==> src/rtl/cpu_types_pkg.sv <==
// Shared CPU-side types: RAM port status and the RAM arbiter state encoding.
package cpu_types_pkg;

  // Status reported by the RAM model each cycle.
  typedef enum logic [1:0] {
    FREE   = 2'd0,
    BUSY   = 2'd1,
    ACCESS = 2'd2,
    ERROR  = 2'd3
  } ramstate_t;

  // RAM arbiter states: waiting for a winner, first word, second (locked) word.
  typedef enum logic [1:0] {
    IDLE  = 2'd0,
    WORD1 = 2'd1,
    WORD2 = 2'd2
  } arb_state_t;

  localparam int WORD_W = 32;

endpackage

==> src/rtl/ram_arbiter_rr_pick.sv <==
// rr_pick: combinational round-robin selector. The search starts one past
// last_owner and wraps, so the previous owner has the lowest priority.
module rr_pick #(
  parameter int NREQ = 4,
  parameter int IDW  = (NREQ > 1) ? $clog2(NREQ) : 1
) (
  input  logic [NREQ-1:0] req,
  input  logic [IDW-1:0]  last_owner,
  output logic [NREQ-1:0] onehot,
  output logic [IDW-1:0]  idx,
  output logic            found
);

  logic [IDW-1:0] cand;

  // Walk the rotated request vector and keep the first hit.
  always_comb begin
    onehot = '0;
    idx    = '0;
    found  = 1'b0;
    cand   = '0;
    for (int i = 1; i <= NREQ; i++) begin
      cand = IDW'((int'(last_owner) + i) % NREQ);
      if (!found && req[cand]) begin
        found        = 1'b1;
        onehot[cand] = 1'b1;
        idx          = cand;
      end
    end
  end

endmodule

==> src/rtl/ram_arbiter.sv <==
// ram_arbiter: shares the single RAM port among NREQ cache-side requesters.
// One owner at a time; the grant is held for a second word when lock is set.
// Handshake: a requester holds req (and its addr/wdata/wen/lock) until its
// rwait bit drops; rwait low for one cycle means that word completed, and
// rdata is valid in that cycle only. Dropping req before completion aborts.
// Optional feature: define MEMARB_DPRIO_EN to favour data requesters (DMASK)
// with a starvation guard for instruction requesters.
module ram_arbiter
  import cpu_types_pkg::*;
#(
  parameter int              NREQ       = 4,
  parameter logic [NREQ-1:0] DMASK      = 4'b1100,
  parameter int              STARVE_MAX = 8,
  localparam int             IDW        = (NREQ > 1) ? $clog2(NREQ) : 1
) (
  input  logic                   CLK,
  input  logic                   nRST,
  input  logic [NREQ-1:0]        req,
  input  logic [NREQ-1:0]        wen,
  input  logic [NREQ-1:0]        lock,
  input  logic [NREQ*WORD_W-1:0] addr,
  input  logic [NREQ*WORD_W-1:0] wdata,
  output logic [WORD_W-1:0]      rdata,
  output logic [NREQ-1:0]        rwait,
  output logic                   grant_valid,
  output logic [IDW-1:0]         grant_id,
  output logic                   ramREN,
  output logic                   ramWEN,
  output logic [WORD_W-1:0]      ramaddr,
  output logic [WORD_W-1:0]      ramstore,
  input  logic [WORD_W-1:0]      ramload,
  input  ramstate_t              ramstate,
  output arb_state_t             dbg_state
);

  arb_state_t     state, state_n;
  logic [IDW-1:0] owner, owner_n;
  logic [IDW-1:0] last_owner, last_n;
  logic [IDW-1:0] win_idx;
  logic           win_found;

  logic [WORD_W-1:0] own_addr, own_wdata;
  logic              own_req, own_wen, own_lock;

  assign dbg_state = state;
  assign rdata     = ramload;

`ifdef MEMARB_DPRIO_EN
  localparam int SW = $clog2(STARVE_MAX + 1);

  logic [SW-1:0]   starve_cnt, starve_n;
  logic [NREQ-1:0] dreq, ireq;
  logic [NREQ-1:0] unused_oh_d, unused_oh_i;
  logic [IDW-1:0]  d_idx, i_idx;
  logic            d_found, i_found, win_is_data;

  assign dreq = req & DMASK;
  assign ireq = req & ~DMASK;

  rr_pick #(.NREQ(NREQ), .IDW(IDW)) u_pick_d (
    .req        (dreq),
    .last_owner (last_owner),
    .onehot     (unused_oh_d),
    .idx        (d_idx),
    .found      (d_found)
  );

  rr_pick #(.NREQ(NREQ), .IDW(IDW)) u_pick_i (
    .req        (ireq),
    .last_owner (last_owner),
    .onehot     (unused_oh_i),
    .idx        (i_idx),
    .found      (i_found)
  );

  // Data class wins unless it is empty or instruction fetch has starved.
  always_comb begin
    win_is_data = d_found;
    if (i_found && (starve_cnt == SW'(STARVE_MAX) || !d_found)) begin
      win_is_data = 1'b0;
    end
    win_idx   = win_is_data ? d_idx : i_idx;
    win_found = d_found | i_found;
  end

  // Count data grants made over a pending instruction request; clear on an
  // instruction grant; saturate at STARVE_MAX.
  always_comb begin
    starve_n = starve_cnt;
    if (state == IDLE && win_found) begin
      if (!win_is_data) begin
        starve_n = '0;
      end else if (i_found && starve_cnt != SW'(STARVE_MAX)) begin
        starve_n = starve_cnt + 1'b1;
      end
    end
  end

  // Starvation counter register.
  always_ff @(posedge CLK or negedge nRST) begin
    if (!nRST) begin
      starve_cnt <= '0;
    end else begin
      starve_cnt <= starve_n;
    end
  end
`else
  logic [NREQ-1:0] unused_oh;
  logic            unused_cfg;

  assign unused_cfg = ^{DMASK, 32'(STARVE_MAX)};

  rr_pick #(.NREQ(NREQ), .IDW(IDW)) u_pick (
    .req        (req),
    .last_owner (last_owner),
    .onehot     (unused_oh),
    .idx        (win_idx),
    .found      (win_found)
  );
`endif

  // Select the current owner's request fields.
  always_comb begin
    own_addr  = '0;
    own_wdata = '0;
    own_req   = 1'b0;
    own_wen   = 1'b0;
    own_lock  = 1'b0;
    for (int i = 0; i < NREQ; i++) begin
      if (owner == IDW'(i)) begin
        own_addr  = addr[i*WORD_W +: WORD_W];
        own_wdata = wdata[i*WORD_W +: WORD_W];
        own_req   = req[i];
        own_wen   = wen[i];
        own_lock  = lock[i];
      end
    end
  end

  // Next state: arbitrate in IDLE, advance on ACCESS, abort on a dropped req.
  always_comb begin
    state_n = state;
    owner_n = owner;
    last_n  = last_owner;
    case (state)
      IDLE: begin
        if (win_found) begin
          state_n = WORD1;
          owner_n = win_idx;
          last_n  = win_idx;
        end
      end
      WORD1: begin
        if (!own_req) begin
          state_n = IDLE;
        end else if (ramstate == ACCESS) begin
          state_n = own_lock ? WORD2 : IDLE;
        end
      end
      WORD2: begin
        if (!own_req || ramstate == ACCESS) begin
          state_n = IDLE;
        end
      end
      default: state_n = IDLE;
    endcase
  end

  // RAM strobes and per-requester waits; only a live owner sees a wait drop.
  always_comb begin
    rwait    = '1;
    ramREN   = 1'b0;
    ramWEN   = 1'b0;
    ramaddr  = '0;
    ramstore = '0;
    if (state != IDLE) begin
      ramaddr  = own_addr;
      ramstore = own_wdata;
      if (own_req) begin
        ramREN = !own_wen;
        ramWEN = own_wen;
        if (ramstate == ACCESS) begin
          rwait[owner] = 1'b0;
        end
      end
    end
  end

  // State, ownership and registered grant outputs.
  always_ff @(posedge CLK or negedge nRST) begin
    if (!nRST) begin
      state       <= IDLE;
      owner       <= '0;
      last_owner  <= IDW'(NREQ - 1);
      grant_valid <= 1'b0;
      grant_id    <= '0;
    end else begin
      state       <= state_n;
      owner       <= owner_n;
      last_owner  <= last_n;
      grant_valid <= (state_n != IDLE);
      grant_id    <= owner_n;
    end
  end

endmodule

==> config.mk <==
export PLATFORM = sky130hd
export DESIGN_NAME = ram_arbiter
export DESIGN_NICKNAME = d
export VERILOG_FILES = /design/src/rtl/cpu_types_pkg.sv /design/src/rtl/ram_arbiter_rr_pick.sv /design/src/rtl/ram_arbiter.sv
export SDC_FILE = /design/constraint.sdc
export NUM_CORES = 1
export LEC_CHECK = 0
export ABC_AREA = 1
export CORE_AREA = 2 2 158 160
export DETAILED_ROUTE_END_ITERATION = 10
export DIE_AREA = 0 0 160 162
export MAX_ROUTING_LAYER = met4
export PLACE_DENSITY = 0.48
export SLEW_MARGIN = 0
export SYNTH_ARGS = -nofsm -noshare
export SYNTH_HDL_FRONTEND = slang
export SYNTH_HIERARCHICAL = 1
export SYNTH_SLANG_ARGS = --single-unit
==> constraint.sdc <==
create_clock -name CLK -period 3.6 [get_ports CLK]
set_clock_uncertainty 0.1 [all_clocks]
set_input_delay 0.54 -clock CLK [delete_from_list [all_inputs] [get_ports CLK]]
set_output_delay 0.54 -clock CLK [all_outputs]
set_load 0.01 [all_outputs]
==> report_table.html, run 1 <==
<table>
<tr><th>Metric</th><th>Value</th></tr>
<tr><th colspan="2">Final layout</th></tr>
<tr><td>Area delta synth-&gt;final</td><td>117%</td></tr>
<tr><td>Post-layout nets</td><td>1123</td></tr>
<tr><td>Filler cell count in the final layout</td><td>2703</td></tr>
<tr><td>Ratio of cells with drive above 1 in the final layout</td><td>0.0526</td></tr>
<tr><td>Final std cells w/o fill</td><td>1142</td></tr>
<tr><th colspan="2">GRT</th></tr>
<tr><td>Antenna violations before repair</td><td>1</td></tr>
<tr><td>Via count of the first global-routing pass</td><td>4773</td></tr>
<tr><td>Leftover overflow at the end of global routing</td><td>0</td></tr>
<tr><td>Global-route wire length before repair</td><td>roughly 27000 um</td></tr>
<tr><td>Global Route Usage Sum</td><td>0.135</td></tr>
<tr><td>Largest net degree at the start of global routing</td><td>42</td></tr>
<tr><th colspan="2">Floorplan</th></tr>
<tr><td>Die width</td><td>around 160 um</td></tr>
<tr><td>Number of standard-cell rows in the floorplan</td><td>57</td></tr>
<tr><td>Vert. Die Dim</td><td>162 um</td></tr>
<tr><td>Area of the die</td><td>25900 um2</td></tr>
<tr><td>Placeable core region</td><td>between 20000 and 25000 um2</td></tr>
<tr><td>Number of I/O pins</td><td>just over 400</td></tr>
<tr><td>Initial standard-cell utilization of the core</td><td>0.124</td></tr>
<tr><th colspan="2">Routing</th></tr>
<tr><td>Final antenna-violating net count</td><td>0</td></tr>
<tr><td>Routed vias</td><td>4743</td></tr>
<tr><td>Post-DR wirelength/cell</td><td>16.1 um</td></tr>
<tr><td>Pre-antenna DRT Iters</td><td>5</td></tr>
<tr><td>Initial DRC count</td><td>between 200 and 300</td></tr>
<tr><td>Average via count per standard cell</td><td>about 4.2</td></tr>
<tr><td>Wire length reported by the detailed router</td><td>approximately 18000 um</td></tr>
<tr><td>Drt drc</td><td>0</td></tr>
<tr><th colspan="2">CTS</th></tr>
<tr><td>Cts hold-fix bufs</td><td>0</td></tr>
<tr><td>Clock slew at the register clock pins of the worst setup and hold paths</td><td>40 ps</td></tr>
<tr><td>Count of instances resized after the clock tree is built</td><td>0</td></tr>
<tr><td>H-tree levels</td><td>1</td></tr>
<tr><td>Sinks on the clock net</td><td>7</td></tr>
<tr><td>TritonCTS Buffers</td><td>3</td></tr>
<tr><td>CTS tree</td><td>done</td></tr>
<tr><td>Clock root buffer master</td><td>sky130_fd_sc_hd__clkbuf_16</td></tr>
<tr><td>Number of buffers on the longest clock path</td><td>2</td></tr>
<tr><td>Insertion delay to the later sink of the worst-skew pair</td><td>230 ps</td></tr>
<tr><td>Setup fix buffers added after clock tree synthesis</td><td>0</td></tr>
<tr><th colspan="2">STA</th></tr>
<tr><td>Relative slew slack</td><td>0.458</td></tr>
<tr><td>Crit path time final</td><td>3150 ps</td></tr>
<tr><td>Number of failing hold endpoints at the final stage</td><td>0</td></tr>
<tr><td>RSZ-0062 raised after global routing</td><td>false</td></tr>
<tr><td>Total setup violations reported at the end of the flow</td><td>0</td></tr>
<tr><td>Transition time at the pin with the least slew margin</td><td>811 ps</td></tr>
<tr><td>Period utilization</td><td>0.874</td></tr>
<tr><td>Highest clock rate</td><td>318 MHz</td></tr>
<tr><td>Final setup TNS</td><td>0 ps</td></tr>
<tr><td>Max-slew violation count</td><td>0</td></tr>
<tr><th colspan="2">Setup path</th></tr>
<tr><td>Launching element type of the critical path</td><td>flip-flop</td></tr>
<tr><td>Arrival time worst endpoint</td><td>2510 ps</td></tr>
<tr><td>Crit path max-delay cell type</td><td>sky130_fd_sc_hd__clkdlybuf4s50_1</td></tr>
<tr><td>Worst setup EP type</td><td>primary output</td></tr>
<tr><td>Type of the worst setup path</td><td>reg -&gt; out</td></tr>
<tr><td>Ordered list of cells on the worst path</td><td>buf_4 -&gt; nor2_4 -&gt; inv_1 -&gt; buf_4 -&gt; o22ai_1 -&gt; o21ai_0 -&gt; clkdlybuf4s50_1</td></tr>
<tr><td>Top cell family by delay on the critical path</td><td>buffers and inverters</td></tr>
<tr><td>Data required, critical path</td><td>slightly below 3000 ps</td></tr>
<tr><td>Most frequent cell on the critical path</td><td>sky130_fd_sc_hd__buf_4</td></tr>
<tr><td>Count of buffering cells on the critical path with inverters included</td><td>4</td></tr>
<tr><td>CP peak stage delay</td><td>roughly 560 ps</td></tr>
<tr><td>Crit-path max FO</td><td>32</td></tr>
<tr><th colspan="2">Synthesis</th></tr>
<tr><td>Syn Inst Count</td><td>532</td></tr>
<tr><td>Mapped cell area</td><td>3000 um2</td></tr>
<tr><td>Post-Syn Nets</td><td>837</td></tr>
<tr><td>Count of warnings emitted by yosys</td><td>6</td></tr>
<tr><td>Per-instance average area after synthesis</td><td>5.64 um2</td></tr>
<tr><th colspan="2">Job</th></tr>
<tr><td>Max-cap violations</td><td>0</td></tr>
<tr><th colspan="2">Power and ir drop</th></tr>
<tr><td>Pwr/cell area</td><td>706 nW/um2</td></tr>
<tr><td>Largest voltage drop on the vdd net</td><td>0.000362 V</td></tr>
<tr><td>Standby leakage power</td><td>2.59 nW</td></tr>
<tr><th colspan="2">Placement</th></tr>
<tr><td>HPWL after detailed placement</td><td>14500 um</td></tr>
<tr><td>Count of placed standard cells including taps</td><td>1137</td></tr>
<tr><td>Placer's final routability congestion estimate</td><td>0.798</td></tr>
<tr><td>Number of port buffers</td><td>346</td></tr>
<tr><th colspan="2">Hold path</th></tr>
<tr><td>Class of the worst hold path</td><td>reg -&gt; reg</td></tr>
<tr><th colspan="2">Status</th></tr>
<tr><td>Status</td><td>finished, final reports clean</td></tr>
</table>
==> worst reg2reg max path, cell delays in order, from the launching register on <==
cell and delay [ps]:
sky130_fd_sc_hd__dfstp_2 680, sky130_fd_sc_hd__inv_8 80, sky130_fd_sc_hd__ha_1 370, sky130_fd_sc_hd__inv_2 80, sky130_fd_sc_hd__nand3_4 100, sky130_fd_sc_hd__nand2_4 70, sky130_fd_sc_hd__nor2_4 140, sky130_fd_sc_hd__nand4_1 90
sky130_fd_sc_hd__nand2_1 140, sky130_fd_sc_hd__inv_1 90, sky130_fd_sc_hd__nand2_1 80, sky130_fd_sc_hd__o21ai_0 80
==> per-layer routing <==
metal / up-vias / GRT usage / wire [um]
met3: 26 / 0.0322 / 1440
met1: 2136 / 0.157 / 7420
met5: - / - / 0
met4: 0 / 0.0242 / 314
li1: 2363 / - / -
met2: 218 / 0.238 / 9220
==> report_power, final <==
| group | internal [mW] | total (mW) | leakage [nW] | switching, mW |
|---|---|---|---|---|
| Combinational | 1.93 | 4.19 | 2.47 | 2.25 |
| Sequential | 0.130 | 0.209 | 0.0810 | 0.0788 |
| Clock | 0.147 | 0.189 | 0.0382 | 0.0412 |
==> stage by stage <==
stage | hold slack (ps) | area (um2) | util | setup WS (ps) | total power, mW
floorplan | 144 | 3000 | - | 1510 | 2.58
detailed placement | 421 | 6420 | 0.266 | 559 | 4.41
global placement | 413 | 6420 | 0.266 | 575 | 4.45
CTS | 427 | 6490 | 0.269 | 452 | 4.62
finish | 423 | 6500 | 0.270 | 454 | 4.58
global route | 446 | 6500 | 0.270 | 293 | 5.00
==> final timing paths <==
| kind | start | endpoint | slack, ps | cells after the start |
|---|---|---|---|---|
| min in group asynchronous | nRST | grant_valid | 470 | 1 |
| worst min-delay path | last_owner[1] | last_owner[1] | 420 | 2 |
| worst max-delay path | owner[0] | ramaddr[20] | 450 | 7 |
| worst max register to register | last_owner[0] | owner[1] | 1360 | 11 |
| max in group asynchronous | nRST | last_owner[0] | 2650 | 1 |
| worst min register to register | last_owner[1] | last_owner[1] | 420 | 2 |
==> flip-flops by register name (all words and copies together) (netlist names) <==
signal       count
dbg_state        2
grant_valid      1
owner            2
last_owner       2
==> area by class of cell <==
class                      instances  area, um2  share of cell area
antenna                            1       2.50            0.000385
timing repair buffer             357       3560               0.548
clock buffer                       4       78.8              0.0121
inverter                          60        233              0.0358
sequential                         7        179              0.0275
multi-input combinational        389       2040               0.314
tap                              324        405              0.0624
==> layout by cell type, fill, tap and decap left out, types with 5 or more instances in the layout <==
cell type,instances
sky130_fd_sc_hd__nor2_1,8
sky130_fd_sc_hd__o21ai_0,79
sky130_fd_sc_hd__o211ai_1,34
sky130_fd_sc_hd__nand3_1,83
sky130_fd_sc_hd__inv_1,54
sky130_fd_sc_hd__o21ai_1,17
sky130_fd_sc_hd__o22ai_1,30
sky130_fd_sc_hd__nand2_2,5
sky130_fd_sc_hd__nor2_4,6
sky130_fd_sc_hd__clkdlybuf4s50_1,346
sky130_fd_sc_hd__buf_4,10
sky130_fd_sc_hd__nand2_1,108
Note: power is estimated with default switching activity, not from simulation.
==> run 2, diff against run 1 <==
==> constraint.sdc (replaced) <==
create_clock -name CLK -period 3.6 [get_ports CLK]
set_clock_uncertainty 0.1 [all_clocks]
set_input_delay 0.54 -clock CLK [delete_from_list [all_inputs] [get_ports CLK]]
set_output_delay 0.54 -clock CLK [all_outputs]
set_load 0.1 [all_outputs]
==> report_table.html, run 2 (synthesized netlist as in run 1, its figures left out) <==
<table>
<tr><th>Metric</th><th>Value</th></tr>
<tr><th colspan="2">Setup path</th></tr>
<tr><td>Data required, critical path</td><td>2960 ps (about the same)</td></tr>
<tr><td>Worst setup EP type</td><td>primary output</td></tr>
<tr><td>Count of buffering cells on the critical path with inverters included</td><td>3 (-1)</td></tr>
<tr><td>Crit path max-delay cell type</td><td>sky130_fd_sc_hd__dfrtp_2</td></tr>
<tr><td>Arrival time worst endpoint</td><td>2290 ps (-220 ps)</td></tr>
<tr><td>Top cell family by delay on the critical path</td><td>buffers and inverters</td></tr>
<tr><td>Type of the worst setup path</td><td>reg -&gt; out</td></tr>
<tr><td>Ordered list of cells on the worst path</td><td>buf_4 -&gt; o21ai_0 -&gt; nand3_1 -&gt; o211ai_1 -&gt; inv_1 -&gt; buf_12</td></tr>
<tr><td>Crit-path max FO</td><td>53 (+66%)</td></tr>
<tr><td>Launching element type of the critical path</td><td>flip-flop</td></tr>
<tr><td>CP peak stage delay</td><td>720 ps (+160 ps)</td></tr>
<tr><th colspan="2">STA</th></tr>
<tr><td>Relative slew slack</td><td>0.349 (-0.109)</td></tr>
<tr><td>Transition time at the pin with the least slew margin</td><td>974 ps (+163 ps)</td></tr>
<tr><td>Total setup violations reported at the end of the flow</td><td>0 (unchanged)</td></tr>
<tr><td>Period utilization</td><td>0.813 (-0.0612)</td></tr>
<tr><td>Highest clock rate</td><td>342 MHz (+7.5%)</td></tr>
<tr><td>Number of failing hold endpoints at the final stage</td><td>0 (unchanged)</td></tr>
<tr><td>RSZ-0062 raised after global routing</td><td>false</td></tr>
<tr><td>Crit path time final</td><td>2930 ps (-220 ps)</td></tr>
<tr><td>Max-slew violation count</td><td>0 (unchanged)</td></tr>
<tr><th colspan="2">Routing</th></tr>
<tr><td>Average via count per standard cell</td><td>4.17 (+0.40%)</td></tr>
<tr><td>Post-DR wirelength/cell</td><td>16.9 um (+4.7%)</td></tr>
<tr><td>Initial DRC count</td><td>239 (-20%)</td></tr>
<tr><td>Drt drc</td><td>0 (unchanged)</td></tr>
<tr><td>Final antenna-violating net count</td><td>0 (unchanged)</td></tr>
<tr><td>Routed vias</td><td>4758 (+0.32%)</td></tr>
<tr><td>Wire length reported by the detailed router</td><td>19200 um (+4.6%)</td></tr>
<tr><td>Pre-antenna DRT Iters</td><td>4 (-1)</td></tr>
<tr><th colspan="2">Placement</th></tr>
<tr><td>Count of placed standard cells including taps</td><td>1137 (unchanged)</td></tr>
<tr><td>HPWL after detailed placement</td><td>15300 um (+5.4%)</td></tr>
<tr><td>Post-DP Area</td><td>7210 um2 (+12%)</td></tr>
<tr><td>Number of port buffers</td><td>346 (unchanged)</td></tr>
<tr><td>Placer's final routability congestion estimate</td><td>0.822 (+3.0%)</td></tr>
<tr><th colspan="2">Final layout</th></tr>
<tr><td>Count of inserted antenna diode cells</td><td>0 (-1)</td></tr>
<tr><td>Area delta synth-&gt;final</td><td>143%</td></tr>
<tr><td>Ratio of cells with drive above 1 in the final layout</td><td>0.180 (+0.127)</td></tr>
<tr><td>Final std cells w/o fill</td><td>1141 (-0.088%)</td></tr>
<tr><td>Filler cell count in the final layout</td><td>2639 (-2.4%)</td></tr>
<tr><td>Finished layout cell area</td><td>7290 um2 (+12%)</td></tr>
<tr><td>Commonest cells after routing, fill and taps aside</td><td>sky130_fd_sc_hd__clkdlybuf4s50_1 (272), sky130_fd_sc_hd__nand2_1 (108), sky130_fd_sc_hd__nand3_1 (83), sky130_fd_sc_hd__buf_12 (70), sky130_fd_sc_hd__o21ai_0 (66)</td></tr>
<tr><td>Most common cell after layout, fill and taps aside</td><td>sky130_fd_sc_hd__clkdlybuf4s50_1</td></tr>
<tr><td>Post-layout nets</td><td>1123 (unchanged)</td></tr>
<tr><th colspan="2">CTS</th></tr>
<tr><td>Clock slew at the register clock pins of the worst setup and hold paths</td><td>40 ps (about the same)</td></tr>
<tr><td>Cts hold-fix bufs</td><td>0 (unchanged)</td></tr>
<tr><td>Sinks on the clock net</td><td>7 (unchanged)</td></tr>
<tr><td>Clock root buffer master</td><td>sky130_fd_sc_hd__clkbuf_16</td></tr>
<tr><td>Number of buffers on the longest clock path</td><td>2 (unchanged)</td></tr>
<tr><td>Count of instances resized after the clock tree is built</td><td>0 (unchanged)</td></tr>
<tr><td>Setup fix buffers added after clock tree synthesis</td><td>0 (unchanged)</td></tr>
<tr><td>H-tree levels</td><td>1 (unchanged)</td></tr>
<tr><td>CTS tree</td><td>done</td></tr>
<tr><td>Insertion delay to the later sink of the worst-skew pair</td><td>230 ps (about the same)</td></tr>
<tr><td>TritonCTS Buffers</td><td>3 (unchanged)</td></tr>
<tr><th colspan="2">Floorplan</th></tr>
<tr><td>Number of I/O pins</td><td>411 (unchanged)</td></tr>
<tr><td>Placeable core region</td><td>24100 um2 (unchanged)</td></tr>
<tr><td>Vert. Die Dim</td><td>162 um (unchanged)</td></tr>
<tr><td>Area of the die</td><td>25900 um2 (unchanged)</td></tr>
<tr><td>Die width</td><td>160 um (unchanged)</td></tr>
<tr><td>Initial standard-cell utilization of the core</td><td>0.124 (unchanged)</td></tr>
<tr><td>Number of standard-cell rows in the floorplan</td><td>57 (unchanged)</td></tr>
<tr><th colspan="2">GRT</th></tr>
<tr><td>Leftover overflow at the end of global routing</td><td>0 (unchanged)</td></tr>
<tr><td>Via count of the first global-routing pass</td><td>4835 (+1.3%)</td></tr>
<tr><td>Largest net degree at the start of global routing</td><td>54 (+29%)</td></tr>
<tr><td>Global-route wire length before repair</td><td>28700 um (+5.6%)</td></tr>
<tr><td>Antenna violations before repair</td><td>0 (-1)</td></tr>
<tr><td>Global Route Usage Sum</td><td>0.144 (+0.00983)</td></tr>
<tr><th colspan="2">Status</th></tr>
<tr><td>Status</td><td>finished, final reports clean</td></tr>
<tr><th colspan="2">Job</th></tr>
<tr><td>Max-cap violations</td><td>0 (unchanged)</td></tr>
<tr><th colspan="2">Hold path</th></tr>
<tr><td>Class of the worst hold path</td><td>reg -&gt; reg</td></tr>
</table>
[run 2: cell types whose count changed in the layout (fill, tap and decap cells not counted), sizes merged]
cell           delta
clkdlybuf4s50    -74
diode             -1
buf              +74
[run 2: per-layer routing]
metal | vias up | track usage | part of all wire
met5 | - | - | 0
met4 | 0 | 0.0225 | 0.016
met3 | 26 | 0.0278 | 0.068
met2 | 204 | 0.262 | 0.52
met1 | 2157 | 0.169 | 0.40
li1 | 2371 | - | -
[run 2: layout make-up]
class,instances,area (um2),share of cell area
clock buffers,4,78.8,0.0108
inverters,60,233,0.0319
multi-input cells,389,2160,0.296
flip-flops and latches,7,179,0.0245
well taps,324,405,0.0556
repair buffers,357,4240,0.581
[run 2: metrics by stage]
stage / setup WS, ps / util / hold slack (ps) / TNS (ps)
final: 674 / 0.302 / 422 / 0
after global routing: 501 / 0.302 / 453 / 0
after CTS: 644 / 0.302 / 434 / 0
after detailed placement: 794 / 0.299 / 409 / 0
after global placement: 839 / 0.299 / 413 / 0
after floorplan: -14.7 / - / 144 / -14.7
[run 2: worst paths after layout]
path / slack [ps] / depth (start not counted) / start / endpoint
min in group asynchronous: 500 / 1 / nRST / grant_valid
min: 420 / 2 / last_owner[1] / last_owner[1]
max: 670 / 6 / owner[0] / ramstore[12]
max reg2reg: 1390 / 11 / last_owner[0] / owner[0]
max in group asynchronous: 2590 / 1 / nRST / last_owner[1]
min reg2reg: 420 / 2 / last_owner[1] / last_owner[1]
[run 2: worst register-to-register path, cell delays in order, from the launching register on]
cell and delay (ps):
sky130_fd_sc_hd__dfstp_2 670, sky130_fd_sc_hd__inv_8 80, sky130_fd_sc_hd__ha_1 370, sky130_fd_sc_hd__inv_2 90, sky130_fd_sc_hd__nand3_4 100, sky130_fd_sc_hd__nand2_4 70
sky130_fd_sc_hd__nor2_4 130, sky130_fd_sc_hd__nand4_1 80, sky130_fd_sc_hd__nand2_1 130, sky130_fd_sc_hd__inv_1 90, sky130_fd_sc_hd__nand2_1 80, sky130_fd_sc_hd__o21ai_0 80
Power of run 2 is left out: the tool's default activity adds up to more than one toggle a clock period on the data nets, which glitch-free logic cannot reach.
